<file path="config.mk">
export PLATFORM = sky130hd
export DESIGN_NAME = subservient_dbg_bridge
export DESIGN_NICKNAME = d
export VERILOG_FILES = /design/src/rtl/subservient_dbg_bridge.sv
export SDC_FILE = /design/constraint.sdc
export NUM_CORES = 1
export LEC_CHECK = 0
export BUFFER_PORTS_ARGS = -buffer_cell sky130_fd_sc_hd__clkbuf_2
export CORE_MARGIN = 3
export CORE_UTILIZATION = 25
export CTS_BUF_LIST = sky130_fd_sc_hd__clkbuf_4 sky130_fd_sc_hd__clkbuf_8
export CTS_CLUSTER_SIZE = 30
export DETAILED_ROUTE_END_ITERATION = 16
export PLACE_DENSITY = 0.56
export SLEW_MARGIN = 20
export SYNTH_ARGS = -nofsm -noshare
export SYNTH_HDL_FRONTEND = slang
export SYNTH_SLANG_ARGS = --single-unit
</file>
<file path="constraint.sdc">
create_clock -name wb_clk_i -period 3.7 [get_ports wb_clk_i]
set_input_delay 0.74 -clock wb_clk_i [delete_from_list [all_inputs] [get_ports wb_clk_i]]
set_output_delay 0.74 -clock wb_clk_i [all_outputs]
set_load 0.02 [all_outputs]
</file>
<file path="src/rtl/subservient_dbg_bridge.sv">
`default_nettype none
// ============================================================================
//  Module   : subservient_dbg_bridge
//  Brief    : Bridges the Caravel management Wishbone slave port onto the
//             subservient debug bus. It also holds the debug_mode and
//             core-reset control bits, plus sticky error status.
//  Revision : 1.0 - initial release
// ============================================================================
module subservient_dbg_bridge #(
    parameter int unsigned TIMEOUT_CYCLES   = 255,
    parameter bit          RST_HOLD_DEFAULT = 1'b1,
    parameter logic [31:0] ERR_DATA         = 32'hDEADBEEF
) (
    input  logic        wb_clk_i,
    input  logic        wb_rst_i,
    input  logic        wbs_cyc_i,
    input  logic        wbs_stb_i,
    input  logic        wbs_we_i,
    input  logic [3:0]  wbs_sel_i,
    input  logic [31:0] wbs_adr_i,
    input  logic [31:0] wbs_dat_i,
    output logic        wbs_ack_o,
    output logic [31:0] wbs_dat_o,
    output logic [31:0] o_wb_dbg_adr,
    output logic [31:0] o_wb_dbg_dat,
    output logic [3:0]  o_wb_dbg_sel,
    output logic        o_wb_dbg_we,
    output logic        o_wb_dbg_stb,
    input  logic [31:0] i_wb_dbg_rdt,
    input  logic        i_wb_dbg_ack,
    output logic        o_debug_mode,
    output logic        o_core_rst
);

    typedef enum logic [1:0] {
        IDLE = 2'd0,
        REQ  = 2'd1,
        RESP = 2'd2
    } state_t;

    localparam logic [15:0] TIMEOUT_LIMIT = 16'(TIMEOUT_CYCLES);
    localparam logic [1:0]  CTRL_RESET    = {RST_HOLD_DEFAULT, 1'b0};

    state_t      state;
    logic [1:0]  ctrl;          // [0] debug_mode, [1] core_rst
    logic [1:0]  sticky;        // [0] timeout,    [1] mode error
    logic [31:0] last_rdt;
    logic [15:0] tmo_cnt;
    logic        host_gone;     // host abandoned the cycle while it was in flight

    logic        req;
    logic        csr_hit;
    logic        busy;
    logic [15:0] tmo_next;
    logic [31:0] csr_rdata;

    // Address bits outside the decoded window are deliberately ignored.
    logic unused_adr_bits;
    assign unused_adr_bits = &{1'b0, wbs_adr_i[31:24], wbs_adr_i[1:0]};

    assign req          = wbs_cyc_i & wbs_stb_i;
    assign csr_hit      = wbs_adr_i[23];
    assign busy         = (state != IDLE);
    assign tmo_next     = tmo_cnt + 16'd1;
    assign o_debug_mode = ctrl[0];
    assign o_core_rst   = ctrl[1];

    // CSR read multiplexer, selected by word address within the CSR block.
    always_comb begin
        csr_rdata = 32'h0;
        case (wbs_adr_i[3:2])
            2'd0:    csr_rdata = {30'h0, ctrl};
            2'd1:    csr_rdata = {29'h0, busy, sticky};
            2'd2:    csr_rdata = last_rdt;
            default: csr_rdata = 32'h0;
        endcase
    end

    // Transaction FSM, CSR storage and all registered outputs.
    always_ff @(posedge wb_clk_i) begin
        if (wb_rst_i) begin
            state        <= IDLE;
            ctrl         <= CTRL_RESET;
            sticky       <= 2'b00;
            last_rdt     <= 32'h0;
            tmo_cnt      <= 16'h0;
            host_gone    <= 1'b0;
            wbs_ack_o    <= 1'b0;
            wbs_dat_o    <= 32'h0;
            o_wb_dbg_adr <= 32'h0;
            o_wb_dbg_dat <= 32'h0;
            o_wb_dbg_sel <= 4'h0;
            o_wb_dbg_we  <= 1'b0;
            o_wb_dbg_stb <= 1'b0;
        end else begin
            wbs_ack_o <= 1'b0;
            case (state)
                IDLE: begin
                    if (req) begin
                        host_gone <= 1'b0;
                        if (csr_hit) begin
                            // CSR access completes here; only byte lane 0 is writable.
                            if (!wbs_we_i) begin
                                wbs_dat_o <= csr_rdata;
                            end else if (wbs_sel_i[0]) begin
                                case (wbs_adr_i[3:2])
                                    2'd0:    ctrl   <= wbs_dat_i[1:0];
                                    2'd1:    sticky <= sticky & ~wbs_dat_i[1:0];
                                    default: ;
                                endcase
                            end
                            state <= RESP;
                        end else if (ctrl[0]) begin
                            o_wb_dbg_adr <= {8'h0, wbs_adr_i[23:2], 2'b00};
                            o_wb_dbg_dat <= wbs_dat_i;
                            o_wb_dbg_sel <= wbs_sel_i;
                            o_wb_dbg_we  <= wbs_we_i;
                            o_wb_dbg_stb <= 1'b1;
                            tmo_cnt      <= 16'h0;
                            state        <= REQ;
                        end else begin
                            // Debug window touched while the core owns the bus.
                            sticky[1] <= 1'b1;
                            wbs_dat_o <= ERR_DATA;
                            state     <= RESP;
                        end
                    end
                end
                REQ: begin
                    if (!wbs_cyc_i) begin
                        host_gone <= 1'b1;
                    end
                    // Ack takes priority over a timeout landing on the same edge.
                    if (i_wb_dbg_ack) begin
                        o_wb_dbg_stb <= 1'b0;
                        if (!o_wb_dbg_we) begin
                            wbs_dat_o <= i_wb_dbg_rdt;
                            last_rdt  <= i_wb_dbg_rdt;
                        end
                        state <= RESP;
                    end else if (tmo_next == TIMEOUT_LIMIT) begin
                        o_wb_dbg_stb <= 1'b0;
                        sticky[0]    <= 1'b1;
                        wbs_dat_o    <= ERR_DATA;
                        state        <= RESP;
                    end else begin
                        tmo_cnt <= tmo_next;
                    end
                end
                RESP: begin
                    wbs_ack_o <= ~host_gone;
                    state     <= IDLE;
                end
                default: state <= IDLE;
            endcase
        end
    end

endmodule
`default_nettype wire

</file>
# After elaboration in Yosys (flattened, before gate mapping)
# Cells that the tools add are included.
[word_totals]
in_bits = 106
word_cells = 101
register_bits = 147
out_inout_bits = 105
[classes]
n_reduce_logical = 15
n_addsub = 1
mux = 40
n_eq_ne = 24
bitwise_logic = 7
[ops]
columns = ["cell", "count"]
rows = [
  ["$mux W32", 7],
  ["$pmux W32 S3", 1],
  ["$mux W16", 5],
  ["$pmux W32 S2", 1],
  ["$pmux W16 S2", 1],
  ["$ne A2 B2 Y1 const B", 13],
  ["$reduce_and A6 Y1", 4],
  ["$add A16 B1 Y16 const B", 1],
  ["$eq A16 B8 Y1 const B", 1],
  ["$mux W2", 8],
  ["$mux W1", 13],
  ["$ne A3 B3 Y1 const B", 4],
  ["$reduce_and A8 Y1", 1],
  ["$pmux W1 S2", 3],
  ["$reduce_and A3 Y1", 2],
  ["$reduce_and A5 Y1", 1],
  ["$eq A2 B1 Y1 const B", 2],
  ["$eq A2 B2 Y1 const B", 2],
  ["$logic_not A2 Y1", 2],
  ["$ne A2 B1 Y1 const B", 2],
  ["$not A1 Y1", 4],
  ["$pmux W2 S2", 1],
  ["$reduce_and A4 Y1", 1],
  ["$reduce_bool A2 Y1", 2],
  ["other kinds (5)", 5],
]

# Depth between registers and ports, before layout
# Gate-level depths: netlist (run 1).
[depth]
ltp_word = 8
depth_mapped = 10
depth_no_buf = 8

# Worst setup path before layout (run 1)
# OpenSTA, ideal clock, no wires.
[synth_timing]
path_type = "reg2reg"
startpoint = "register tmo_cnt[1]"
endpoint = "register wbs_dat_o[10]"
path_stages_with_launch = 11
required_time_ns = 3.576
synth_period_minus_slack_ns = 2.546
t_arrival_ns = 2.422
setup_slack_ns = 1.154
setup_ns = 0.124
n_path_buf = 2
cell_sequence = "dfxtp_1 -> ha_1 -> nand3_2 -> nor4_1 -> mux2i_1 -> nand3b_1 -> nor3_4 -> or2_1 -> buf_6 -> buf_6 -> o21ai_0"
[synth_between]
elab_chain_len = 4
[synth_lines]
columns = ["element", "line_no", "text"]
rows = [
  ["from (decl)", "48", "logic [15:0] tmo_cnt;"],
  ["from (signal assigned)", "147", "tmo_cnt <= tmo_next;"],
  ["$add A16 B1 Y16", "64", "assign tmo_next = tmo_cnt + 16'd1;"],
  ["$eq A16 B8 Y1", "141", "end else if (tmo_next == TIMEOUT_LIMIT) begin"],
  ["$ne A3 B3 Y1 (no source line)", "n/a", ""],
  ["$reduce_and A6 Y1 (no source line)", "n/a", ""],
  ["to (signal assigned)", "104", "wbs_dat_o <= csr_rdata;"],
  ["to (signal assigned)", "137", "wbs_dat_o <= i_wb_dbg_rdt;"],
  ["to (decl)", "23", "output logic [31:0] wbs_dat_o,"],
]
# Every way passes these cells.
# A chain may end at the register's enable or synchronous reset.

# Final worst setup path (run 1)
[layout_timing]
startpoint = "register tmo_cnt[1]"
endpoint = "register wbs_dat_o[22]"
# The elaborated chain is that of the path after synthesis.

==> run summary, run 1 <==
The run finished with clean final reports. The insertion delay of the later-clocked pin in the worst-skew pair came out at 0.45 ns. The worst setup path is captured at a register. Row generation in the floorplan step produced 57 rows. The number of max-slew violations in the final report came to 0. The top cell type by area accounts for 45.9% of the synthesized area. The area growth from synthesis to final layout came out at 23.9%. The design draws 3.12 mW. The core region is 24700 µm². The count of clock tree sinks came out at 147.

The detailed-routing iteration count for the pre-antenna-repair pass is 5. The HPWL after detailed placement is 12900 µm. TritonCTS built the clock tree. The minimum clock period after layout is 3.03 ns. The share of post-route cells with drive strength above 1 came out at 24.8%. The tree is rooted in a sky130_fd_sc_hd__clkbuf_8. Between clock sinks in the finished design, the worst skew comes to 0.0164 ns.

The wire length per cell came out at 14.4 µm. The register clock-pin slew on the reported worst setup and hold paths is 0.09 ns. The maximum clock frequency is 0.330 GHz.

The worst hold path passes through 2 cells. Setup repair after global routing left no endpoint under its margin. The biggest area contributor in the post-synthesis netlist is sky130_fd_sc_hd__dfxtp_1.

The met1 usage is 17.7%. The final routed DRC violation total came out at 0. The total congestion overflow after global routing came out at 0.

The detailed router finished its first iteration with 389 violations. The worst slew slack as a fraction of its limit came out at 38.7%. The critical-path maximum fanout is 33. Dividing the detail-routed via count by the number of cells gives 4.61. The placed cell count is 1292. The filler-free cell count of the finished design came out at 1325.

The worst flop-to-flop path endpoint is wbs_dat_o[22]$_SDFFE_PP0P_. The startpoint identified for the worst register-to-register timing path is tmo_cnt[1]$_SDFFE_PP0P_. After the last flow step, the layout net total stands at 1095. The mapped netlist covers 6410 µm².

The met3 track demand over resource in global routing came out at 4.81%. The number of buffers inserted for hold repair after clock tree synthesis came out at 0. The Yosys step of the flow raised 0 warnings. The post-synthesis sequential element count came out at 147.

The setup TNS after final layout is 0 ns. The share of synthesized registers carrying an async set or reset is 0%. Max-cap violations in this run came to 0. The capturing instance or port of the critical path is wbs_dat_o[22]$_SDFFE_PP0P_. Walking the worst path, the cells encountered are ha_1 > nand3_2 > nor4_1 > mux2i_1 > nand3b_1 > nor3_4 > buf_4 > nor3_1 > a211oi_1.

The power per cell area is 392 nW/µm². The pin count of the biggest net entering global routing is 68. The largest stage delay on the critical path came out at 0.50 ns.

The post-route clock period utilization is 82.0%. Buffers inserted during clock tree synthesis total 17. The global placement routability congestion is 0.769. The data arrival time of the critical path came out at 3.39 ns. The count of endpoints failing setup in the final report came out at 0.

After global routing, the most crowded layer is met2. The hold violation count in the final report came out at 0. Cells fill 32.1% of the core in the end. The total setup buffers inserted after CTS came out at 0.

In this run the worst hold path is classified as reg -> reg. The number of enable flip-flop cells after synthesis came out at 0. The total via count in the routed design is 6108. The initial antenna violation count came out at 1. In the synthesized netlist the dominant register cell turns out to be sky130_fd_sc_hd__dfxtp_1. Each instance of the synthesized netlist takes up on average 7.74 µm².

The total track usage came out at 13.6%. Measured in cells, the most critical reg-to-reg path has a length of 9. The global-route met2 utilization is 21.7%. The buffer depth of the longest clock path came out at 2.

Among all stages on the critical path, the largest delay is contributed by sky130_fd_sc_hd__dfxtp_1. The via count of the first global-routing pass came out at 5859. The slew at the pin closest to its max-slew limit is 0.917 ns. The remaining antenna violation count is 0. CTS built an H-tree with a depth of 4. The area enclosed by the die boundary came out at 27600 µm².

The worst voltage drop across the vdd grid is 170 µV. The total I/O pin count is 211. In the synthesized netlist, the number of instances is 829. The post-cts repair resize count is 0. STA classifies the critical path startpoint as a register. In this run the worst setup path begins at tmo_cnt[1]$_SDFFE_PP0P_. The worst path required time is 4.06 ns. From left edge to right edge, the die measures 166 µm. Sequential elements use 45.9% of the synthesized area. The floorplan step set the die height to 166 µm. In this run the register-to-register setup slack is 0.67 ns.

The number of unique standard cell types used by synthesis is 48. The setup path with the least slack is of type reg -> reg. The effective utilization at floorplan came out at 25.9%.

The standby leakage power is 3.07 nW. The first global-routing pass estimated 31200 µm of wire. The aggregate routed wire length is 19100 µm. The worst hold slack across all endpoints came out at 0.456 ns. After synthesis, the cell types taking the most area are sky130_fd_sc_hd__dfxtp_1, sky130_fd_sc_hd__nand2_1, sky130_fd_sc_hd__a21oi_1. Port buffering added 189 buffers.
-- how the worst min path moves through the flow --
stage	start	end	slack, ns
floorplan	host_gone$_SDFFE_PP0P_	wbs_ack_o$_SDFF_PP0_	0.42
global placement	last_rdt[14]$_SDFFE_PP0P_	last_rdt[14]$_SDFFE_PP0P_	0.44
detailed placement	o_wb_dbg_adr[7]$_SDFFE_PP0P_	o_wb_dbg_adr[7]$_SDFFE_PP0P_	0.45
CTS	o_wb_dbg_adr[7]$_SDFFE_PP0P_	o_wb_dbg_adr[7]$_SDFFE_PP0P_	0.46
global route	wbs_dat_i[19]	o_wb_dbg_dat[19]$_SDFFE_PP0P_	0.46
finish	o_wb_dbg_adr[7]$_SDFFE_PP0P_	o_wb_dbg_adr[7]$_SDFFE_PP0P_	0.46
-- worst max-delay path: cells and delay by family (launching register included) --
| family | cells | cell delay, ns |
|---|---|---|
| simple gates | 5 | 1.22 |
| flops | 1 | 0.50 |
| fa+ha+maj | 1 | 0.33 |
| mux | 1 | 0.29 |
| compound gates | 1 | 0.22 |
| buf+inv | 1 | 0.38 |
-- synth_stat cells (2+ instances only) --
| library cell | instances |
|---|---|
| sky130_fd_sc_hd__nand4b_1 | 2 |
| sky130_fd_sc_hd__nand4_1 | 5 |
| sky130_fd_sc_hd__a31oi_1 | 4 |
| sky130_fd_sc_hd__ha_1 | 2 |
| sky130_fd_sc_hd__xor2_1 | 3 |
| sky130_fd_sc_hd__and3_1 | 2 |
| sky130_fd_sc_hd__mux2i_1 | 6 |
| sky130_fd_sc_hd__nand2_1 | 195 |
| sky130_fd_sc_hd__buf_4 | 13 |
| sky130_fd_sc_hd__nand4_4 | 2 |
| sky130_fd_sc_hd__nor2b_1 | 4 |
| sky130_fd_sc_hd__dfxtp_1 | 147 |
| sky130_fd_sc_hd__clkbuf_1 | 49 |
| sky130_fd_sc_hd__xnor2_1 | 7 |
| sky130_fd_sc_hd__a211oi_1 | 12 |
| sky130_fd_sc_hd__o21ai_1 | 5 |
| sky130_fd_sc_hd__nor3_4 | 3 |
| sky130_fd_sc_hd__nor4_1 | 5 |
| sky130_fd_sc_hd__a22oi_1 | 9 |
| sky130_fd_sc_hd__or3_1 | 3 |
| sky130_fd_sc_hd__nor3_1 | 40 |
| sky130_fd_sc_hd__buf_2 | 2 |
| sky130_fd_sc_hd__clkbuf_2 | 3 |
| sky130_fd_sc_hd__inv_1 | 10 |
| sky130_fd_sc_hd__o21ai_0 | 53 |
| sky130_fd_sc_hd__a211o_1 | 2 |
| sky130_fd_sc_hd__o2bb2ai_1 | 8 |
| sky130_fd_sc_hd__nor2_1 | 48 |
| sky130_fd_sc_hd__a21oi_1 | 119 |
| sky130_fd_sc_hd__a2bb2oi_1 | 4 |
| sky130_fd_sc_hd__nand2b_1 | 29 |
| sky130_fd_sc_hd__buf_6 | 5 |
| sky130_fd_sc_hd__or4_1 | 2 |
| sky130_fd_sc_hd__buf_1 | 3 |
| sky130_fd_sc_hd__nand3_1 | 10 |
-- cells by family after synthesis --
family / count (synthesis) / share of synthesized area (%)
xor gates and xnor gates: 10 / 1.37
adders and majority gates: 2 / 0.390
and+or+nand+nor: 357 / 25.7
muxes: 6 / 0.937
buffers and inverters: 85 / 6.42
DFF: 147 / 45.9
other: 1 / 0.0585
AOI/OAI and AO/OA: 221 / 19.2
-- flip-flops by register name (all words and copies together), names as in the netlist, 2 cells and up --
name          cells
last_rdt         32
o_wb_dbg_dat     32
wbs_dat_o        32
o_wb_dbg_adr     21
tmo_cnt          16
o_wb_dbg_sel      4
ctrl              2
state             2
sticky            2
-- metrics by stage --
| step | instance area [µm²] | setup slack (ns) |
|---|---|---|
| 5_1_grt | 7950 | 0.378 |
| 6_report | 7950 | 0.668 |
| 3_3_place_gp | 7550 | 0.694 |
| 4_1_cts | 7950 | 0.643 |
| 3_5_place_dp | 7550 | 0.656 |
| 2_1_floorplan | 6450 | 1.15 |
-- routing by layer --
metal  up-vias  wire length (µm)
li1       3109                 -
met1      2813              8810
met2       166              8730
met3        18              1340
met4         2               229
met5         -                11
-- cell usage in the layout (no fill, tap or decap), types with 6 or more instances in the layout --
cell and instances:
sky130_fd_sc_hd__a211oi_1 12, sky130_fd_sc_hd__a21oi_1 119, sky130_fd_sc_hd__a22oi_1 9, sky130_fd_sc_hd__buf_4 16
sky130_fd_sc_hd__clkbuf_2 188, sky130_fd_sc_hd__clkbuf_8 18, sky130_fd_sc_hd__conb_1 11, sky130_fd_sc_hd__dfxtp_1 147
sky130_fd_sc_hd__inv_1 10, sky130_fd_sc_hd__inv_6 6, sky130_fd_sc_hd__mux2i_1 6, sky130_fd_sc_hd__nand2_1 195
sky130_fd_sc_hd__nand2b_1 29, sky130_fd_sc_hd__nand3_1 10, sky130_fd_sc_hd__nor2_1 47, sky130_fd_sc_hd__nor3_1 40
sky130_fd_sc_hd__o21ai_0 53, sky130_fd_sc_hd__o2bb2ai_1 8, sky130_fd_sc_hd__xnor2_1 7
-- power by group --
group	internal [mW]	switching, mW
clock	0.572	0.709
combinational	0.0819	0.141
sequential	1.60	0.0129
-- area by class of cell --
cell class,instances,area [µm²]
clock inverters,14,143
clock buffers,18,248
well taps,324,405
diodes,1,2.50
inverters,10,37.5
fillers,2652,16800
flip-flops and latches,147,2940
repair buffers,204,1060
multi-input cells,607,3110
Note: power is estimated with default switching activity, not from simulation.
==> inputs of run 2 (changes only) <==
--- a/config.mk
+++ b/config.mk
@@ -11,7 +11,7 @@
 export CTS_BUF_LIST = sky130_fd_sc_hd__clkbuf_4 sky130_fd_sc_hd__clkbuf_8
 export CTS_CLUSTER_SIZE = 30
 export DETAILED_ROUTE_END_ITERATION = 16
-export PLACE_DENSITY = 0.56
+export PLACE_DENSITY = 0.58
 export SLEW_MARGIN = 20
 export SYNTH_ARGS = -nofsm -noshare
 export SYNTH_HDL_FRONTEND = slang
==> constraint.sdc (replaced) <==
create_clock -name wb_clk_i -period 2.5 [get_ports wb_clk_i]
set_input_delay 0.5 -clock wb_clk_i [delete_from_list [all_inputs] [get_ports wb_clk_i]]
set_output_delay 0.5 -clock wb_clk_i [all_outputs]
set_load 0.02 [all_outputs]
==> run 2 against run 1 <==
Against the previous run: combinational power is 60% higher; largest power group unchanged; sequential cell count stayed put; final area is 6.3% higher; non-clock buffer count is 37 higher; critical path depth is 1 higher; critical path type unchanged; sequential share of layout area is 2.0 points lower; clock power is 48% higher.
==> run summary, run 2 (synthesized netlist as in run 1, its figures left out) <==
The run finished with clean final reports. The clock network fraction of total power is 40.9% (-0.2 points). The number of buffers created by CTS came out at 17 (unchanged). The y dimension of the die came to 166 µm (unchanged). The placeable core region is 24700 µm² (unchanged). The total track usage is 13.9% (+0.29 points).

The standby leakage power is 3.34 nW (+8.6%). The proportion of power drawn by combinational gates came out at 7.7% (+0.6 points). The part of the total power dissipated in sequential elements came to 51.4% (-0.4 points). The insertion delay of the later-clocked pin in the worst-skew pair came to 0.44 ns (about the same). TritonCTS built the clock tree. The worst path required time came to 2.83 ns (-1.23 ns). The slew at the pin closest to its max-slew limit is 0.534 ns (-0.383 ns).

The critical path startpoint category is a register. The global placement routability congestion came out at 0.732 (-4.8%). The number of filler cells placed in the layout is 2633 (-0.72%).

The count of nets after finishing is 1132 (+3.4%). The number of diodes is 0 (-1). The buffer depth of the longest clock path came out at 2 (unchanged). The pin count of the biggest net entering global routing came out at 63 (-7.4%). The remaining antenna violation count was 0 (unchanged). The critical path capture point type is a register.

The register clock-pin slew on the reported worst setup and hold paths came to 0.10 ns (about the same). Compared with the post-synthesis result, the final layout area differs by 31.8%. The detailed-routing iteration count for the pre-antenna-repair pass came out at 4 (-1). The count of endpoints failing setup in the final report came out at 0 (unchanged). The die width is 166 µm (unchanged). The total via count in the routed design was 6408 (+4.9%). The number of placement rows is 57 (unchanged).

The final routed DRC violation total is 0 (unchanged). The data arrival time of the critical path is 2.76 ns (-0.63 ns). The initial DRC count is 328 (-16%). The power per cell area came out at 549 nW/µm² (+40%).

The cell-internal power came out at 3.38 mW (+50%). The aggregate routed wire length is 20200 µm (+5.7%). The net switching fraction of the power came out at 27.1% (-0.55 points).

The largest registers in the layout are last_rdt x32, o_wb_dbg_dat x32, wbs_dat_o x32. The worst slew slack as a fraction of its limit is 64.4% (+26 points). The setup TNS after final layout is 0 ns (unchanged). The worst voltage drop across the vdd grid is 255 µV (+50%). The multi-input combinational cell area came to 3180 µm² (+2.3%). The post-route clock period utilization was 97.2% (+15 points). The via count of the first global-routing pass came out at 6079 (+3.8%). The number of buffer cells added on primary ports came to 189 (unchanged).

The first-pass GRT wire length is 32200 µm (+3.2%). The net switching component of the power came out at 1.26 mW (+46%). The worst hold slack across all endpoints is 0.260 ns (-0.195 ns).

The worst-case clock skew came out at 0.0190 ns (+0.00257 ns). The number of max-slew violations in the final report is 0 (unchanged). The effective utilization at floorplan is 25.9% (unchanged). The critical path class is reg -> reg. The number of buffers inserted for hold repair after clock tree synthesis was 0 (unchanged). The critical-path maximum fanout came out at 16 (-52%). The HPWL after detailed placement is 13400 µm (+4.2%).

The initial antenna violation count is 0 (-1). The clock root buffer is sky130_fd_sc_hd__clkbuf_8. The number of max-cap violations came out at 0 (unchanged). The maximum clock frequency is 0.412 GHz (+25%). The most common cell after layout, fill and taps aside is sky130_fd_sc_hd__nand2_1.

The final standard cell utilization of the core came out at 34.1% (+2.0 points). The share of post-route cells with drive strength above 1 is 29.1% (+4.3 points). The sum of internal, switching and leakage power came out at 4.64 mW (+49%). The wire length per cell came out at 14.9 µm (+2.9%).

The library cells used most frequently in the layout, excluding fill and tap cells, are sky130_fd_sc_hd__nand2_1, sky130_fd_sc_hd__clkbuf_2, sky130_fd_sc_hd__dfxtp_1. The tightest min-delay check is of the in -> reg type. The total I/O pin count came out at 211 (unchanged).

The count of H-tree levels built during CTS came out at 4 (unchanged). The area taken by flip-flops and latches came to 2960 µm² (+0.60%). The count of clock tree sinks came out at 147 (unchanged).

The minimum clock period after layout is 2.43 ns (-0.603 ns). The hold violation count in the final report is 0 (unchanged). The vias per cell came out at 4.71 (+2.1%).

The total congestion overflow after global routing came to 0 (unchanged). The area enclosed by the die boundary is 27600 µm² (unchanged).
==> run 2: changes by cell type in the layout (fill, tap and decap cells not counted), moves of 3 or more <==
cell	before	now
sky130_fd_sc_hd__buf_12	0	6
sky130_fd_sc_hd__buf_4	16	44
sky130_fd_sc_hd__clkbuf_16	0	3
sky130_fd_sc_hd__dfxtp_1	147	139
sky130_fd_sc_hd__dfxtp_2	0	5
sky130_fd_sc_hd__dfxtp_4	0	3
==> run 2: through the flow <==
step | std cells | area (µm²) | setup WS [ns]
2_1_floorplan | 839 | 6460 | 0.00834
3_3_place_gp | 1319 | 7830 | 0.0116
3_5_place_dp | 1319 | 7830 | -0.0199
4_1_cts | 1351 | 8230 | 0.0124
5_1_grt | 1361 | 8450 | -0.0231
6_report | 1361 | 8450 | 0.0705
==> run 2: layout make-up <==
type	instances	share of cell area, %
clock buffer	19	3.09
clock inverter	13	1.63
inverter	10	0.444
multi-input combinational	607	37.6
sequential	147	35.0
tap	324	4.80
timing repair buffer	241	17.4
==> run 2: power by group through the flow <==
stage	logic [mW]	clock network, mW	registers (mW)
final	0.357	1.90	2.38
after CTS	0.345	1.98	2.39
after global placement	0.342	0	2.44
after global routing	0.391	2.08	2.39
after floorplan	0.162	0	2.47
after detailed placement	0.344	0	2.44
==> run 2: worst paths after layout <==
check,from,end,slack (ns),cells after the start
max,tmo_cnt[6]$_SDFFE_PP0P_,wbs_dat_o[26]$_SDFFE_PP0P_,0.07,10
min,wbs_dat_i[9],o_wb_dbg_dat[9]$_SDFFE_PP0P_,0.26,3
max reg2reg,tmo_cnt[6]$_SDFFE_PP0P_,wbs_dat_o[26]$_SDFFE_PP0P_,0.07,10
min reg2reg,host_gone$_SDFFE_PP0P_,wbs_ack_o$_SDFF_PP0_,0.45,1
==> run 2: layer usage <==
layer,up-vias,track usage (%),part of all wire (%)
li1,3193,-,-
met1,3011,17.8,45
met2,181,22.6,47
met3,23,4.67,6.6
met4,0,3.76,1.5
met5,-,0,0
==> run 2: worst max-delay path, cell delays in order, from the launching register on <==
cell                        delay (ns)
sky130_fd_sc_hd__dfxtp_4          0.40
sky130_fd_sc_hd__nand4_4          0.11
sky130_fd_sc_hd__buf_12           0.16
sky130_fd_sc_hd__nor4_4           0.31
sky130_fd_sc_hd__mux2i_1          0.26
sky130_fd_sc_hd__nand3b_1         0.15
sky130_fd_sc_hd__buf_4            0.17
sky130_fd_sc_hd__nor3_4           0.25
sky130_fd_sc_hd__or2_4            0.23
sky130_fd_sc_hd__clkbuf_16        0.20
sky130_fd_sc_hd__o21ai_0          0.09
==> run 2: what timing repair did <==
action | 4_1_cts | 5_1_grt
pin swaps | 0 | 7
buffers inserted | 0 | 7
gates cloned | 0 | 3
endpoints found under the setup margin | 31 | 46
resized for setup | 1 | 22
==> inputs of run 3 (changes only) <==
--- a/config.mk
+++ b/config.mk
@@ -12,6 +12,7 @@
 export CTS_CLUSTER_SIZE = 30
 export DETAILED_ROUTE_END_ITERATION = 16
 export PLACE_DENSITY = 0.58
+export REMOVE_ABC_BUFFERS = 1
 export SLEW_MARGIN = 20
 export SYNTH_ARGS = -nofsm -noshare
 export SYNTH_HDL_FRONTEND = slang
==> run 3 against run 2 <==
Against the previous run: first-iteration DRC count grew 36%; power shrank 0.29%; setup slack gained 0.056 ns; final area shrank 0.98%; via count shrank 3.7%; critical endpoint is now tmo_cnt[4]$_SDFFE_PP0P_; largest cell class unchanged; highest routed layer is now met5.
==> run summary, run 3 (synthesized netlist as in run 1, its figures left out) <==
The placeable core region came out at 24700 µm² (unchanged). The initial antenna violation count is 5 (+5). The top cell types in the final layout, fill and taps aside, are sky130_fd_sc_hd__nand2_1, sky130_fd_sc_hd__clkbuf_2, sky130_fd_sc_hd__dfxtp_1.

The flow ran to the end, and the final reports show no timing, DRC or antenna violations. The largest stage delay on the critical path came out at 0.38 ns (-0.02 ns). The total via count in the routed design is 6173 (-3.7%).

The length in cells of the worst reg-to-reg path came to 10 (unchanged). The post-route clock period utilization came out at 94.9% (-2.3 points). The placed cell count came out at 1323 (+0.30%). In this run the worst hold path is classified as in -> reg. The clock root buffer is sky130_fd_sc_hd__clkbuf_8.

The insertion delay of the later-clocked pin in the worst-skew pair was 0.44 ns (about the same). The buffer depth of the longest clock path came out at 2 (unchanged). The number of buffer cells added on primary ports came out at 189 (unchanged). The largest registers in the layout are last_rdt x32, o_wb_dbg_dat x32, wbs_dat_o x32. The family with the most delay on the worst path is simple AND/OR/NAND/NOR gates. The worst flop-to-flop path endpoint is tmo_cnt[4]$_SDFFE_PP0P_. The global placement routability congestion came out at 0.870 (+19%).

The number of filler cells placed in the layout is 2659 (+0.99%). The number of stages on the worst setup path came out at 10 (unchanged). STA classifies the critical path startpoint as a register.

By instance count, the cell type seen most on the critical path is sky130_fd_sc_hd__buf_4. The HPWL after detailed placement came to 13500 µm (+0.86%). The initial DRC count is 445 (+36%).

The minimum clock period after layout is 2.37 ns (-0.0565 ns). TritonCTS built the clock tree. The data arrival time of the critical path came to 2.71 ns (-0.05 ns). The worst-case clock skew was 0.0140 ns (-0.00499 ns). The worst register-to-register path begins at tmo_cnt[4]$_SDFFE_PP0P_. The final routed DRC violation total is 0 (unchanged). The hold violation count in the final report is 0 (unchanged). The critical path goes through nand4_4 > buf_4 > nor3_1 > a31oi_1 > nand3b_1 > buf_4 > o21ai_0 > buf_4 > nor3_1 > a211o_1. The wire length per cell was 14.4 µm (-3.2%). The area growth from synthesis to final layout came out at 30.5%. The y dimension of the die is 166 µm (unchanged). The number of placement rows is 57 (unchanged). The number of buffers inserted for hold repair after clock tree synthesis is 0 (unchanged). The setup slack of the most critical reg-to-reg path came out at 0.13 ns (+0.06 ns). The combined buffer and inverter count along the critical path came out at 3 (unchanged).

The count of nets after finishing came out at 1129 (-0.27%). The worst voltage drop across the vdd grid came out at 280 µV (+9.6%). The register clock-pin slew on the reported worst setup and hold paths came out at 0.09 ns (about the same). The filler-free cell count of the finished design was 1358 (-0.22%). The detailed-routing iteration count for the pre-antenna-repair pass is 5 (+1).

The via count of the first global-routing pass came out at 5734 (-5.7%). The number of max-cap violations is 0 (unchanged). The aggregate routed wire length came to 19500 µm (-3.5%).

The worst slew slack as a fraction of its limit came out at 59.3% (-5.1 points). The final cell area excluding filler cells came out at 8370 µm² (-0.98%). Setup repair after global routing could not meet its margin everywhere. The critical path starts at tmo_cnt[4]$_SDFFE_PP0P_.

The count of endpoints failing setup in the final report came to 0 (unchanged). The area enclosed by the die boundary came out at 27600 µm² (unchanged). The slew at the pin closest to its max-slew limit is 0.610 ns (+0.0763 ns). The cell area after placement is 7850 µm² (+0.27%). The number of buffers created by CTS came out at 17 (unchanged). The total I/O pin count was 211 (unchanged).

The number of max-slew violations in the final report came out at 0 (unchanged). STA classifies the critical path endpoint as a register. The remaining antenna violation count is 0 (unchanged). The effective utilization at floorplan came out at 25.9% (unchanged). The share of post-route cells with drive strength above 1 was 28.7% (-0.47 points). The critical-path maximum fanout came to 7 (-9). The worst path required time is 2.83 ns (about the same).

Leaving out fill and tap cells, the most frequent cell in the layout is sky130_fd_sc_hd__nand2_1. The count of H-tree levels built during CTS came to 4 (unchanged). The pin count of the biggest net entering global routing was 105 (+67%).

The count of clock tree sinks is 147 (unchanged). The die width came out at 166 µm (unchanged). The power per cell area is 553 nW/µm² (+0.70%).

The first-pass GRT wire length came out at 31100 µm (-3.5%). The standby leakage power is 3.28 nW (-1.8%). The total congestion overflow after global routing came to 0 (unchanged). The maximum clock frequency is 0.421 GHz (+2.4%). The capturing instance or port of the critical path is tmo_cnt[4]$_SDFFE_PP0P_. The setup path with the least slack is of type reg -> reg. The vias per cell is 4.55 (-3.5%). The worst-path cell with the longest stage delay is sky130_fd_sc_hd__dfxtp_4.

The total track usage is 13.8% (-0.16 points).
run 3: cell count changes in the layout (fill, tap and decap cells not counted), sizes merged:
cell,change
clkinv,-2
diode,+1
inv,-3
bufinv,+1
clkinvlp,+4
clkbuf,-4
run 3: per-stage QoR:
| stage | setup TNS (ns) | worst slack [ns] | hold WS, ns | util, % | total power [mW] |
|---|---|---|---|---|---|
| after global placement | -0.0235 | -0.00700 | 0.441 | 31.7 | 2.79 |
| after CTS | 0 | 0.0133 | 0.218 | 33.4 | 4.72 |
| after floorplan | -236.64 | -3.42 | 0.413 | - | 2.58 |
| after detailed placement | -0.400 | -0.0625 | 0.446 | 31.7 | 2.79 |
| after global routing | -0.0742 | -0.0280 | 0.225 | 33.8 | 4.84 |
| final | 0 | 0.127 | 0.266 | 33.8 | 4.63 |
run 3: layer usage:
metal	GRT usage [%]	share of wire, %
met4	4.59	2.0
met1	17.1	44
met2	22.6	49
met5	0	0.25
met3	4.38	5.5
run 3: worst min-delay path: cells and delay by family:
kind                   cells  cell delay (ns)
AND/OR/NAND/NOR            1             0.04
AO/OA/AOI/OAI              1             0.05
buffers and inverters      1             0.08
run 3: area by class of cell:
type                    instances  area (µm²)  area share [%]
inverters                      10        37.5           0.449
diodes                          1        2.50          0.0299
repair buffers                238        1400            16.7
multi-input cells             607        3170            37.9
well taps                     324         405            4.85
clock inverters                13         150            1.79
clock buffers                  18         248            2.96
flip-flops and latches        147        2960            35.4
run 3: power breakdown:
| part | internal (mW) | total (mW) | switching [mW] |
|---|---|---|---|
| clock | 0.923 | 1.90 | 0.974 |
| sequential | 2.37 | 2.38 | 0.0171 |
| combinational | 0.136 | 0.347 | 0.211 |
run 3: repair_timing:
item,CTS,global route
pin swaps,0,10
hold endpoints to repair,0,0
endpoints found under the setup margin,9,46
gates resized for setup,4,22
buffers inserted,0,3
run 3: worst min path at each step:
stage	slack [ns]	cells after the start	from	endpoint
6_report	0.27	3	wbs_dat_i[22]	o_wb_dbg_dat[22]$_SDFFE_PP0P_
5_1_grt	0.23	3	wbs_dat_i[25]	o_wb_dbg_dat[25]$_SDFFE_PP0P_
4_1_cts	0.22	3	wbs_adr_i[17]	o_wb_dbg_adr[17]$_SDFFE_PP0P_
3_5_place_dp	0.45	2	o_wb_dbg_dat[11]$_SDFFE_PP0P_	o_wb_dbg_dat[11]$_SDFFE_PP0P_
3_3_place_gp	0.44	2	o_wb_dbg_adr[7]$_SDFFE_PP0P_	o_wb_dbg_adr[7]$_SDFFE_PP0P_
2_1_floorplan	0.41	1	host_gone$_SDFFE_PP0P_	wbs_ack_o$_SDFF_PP0_
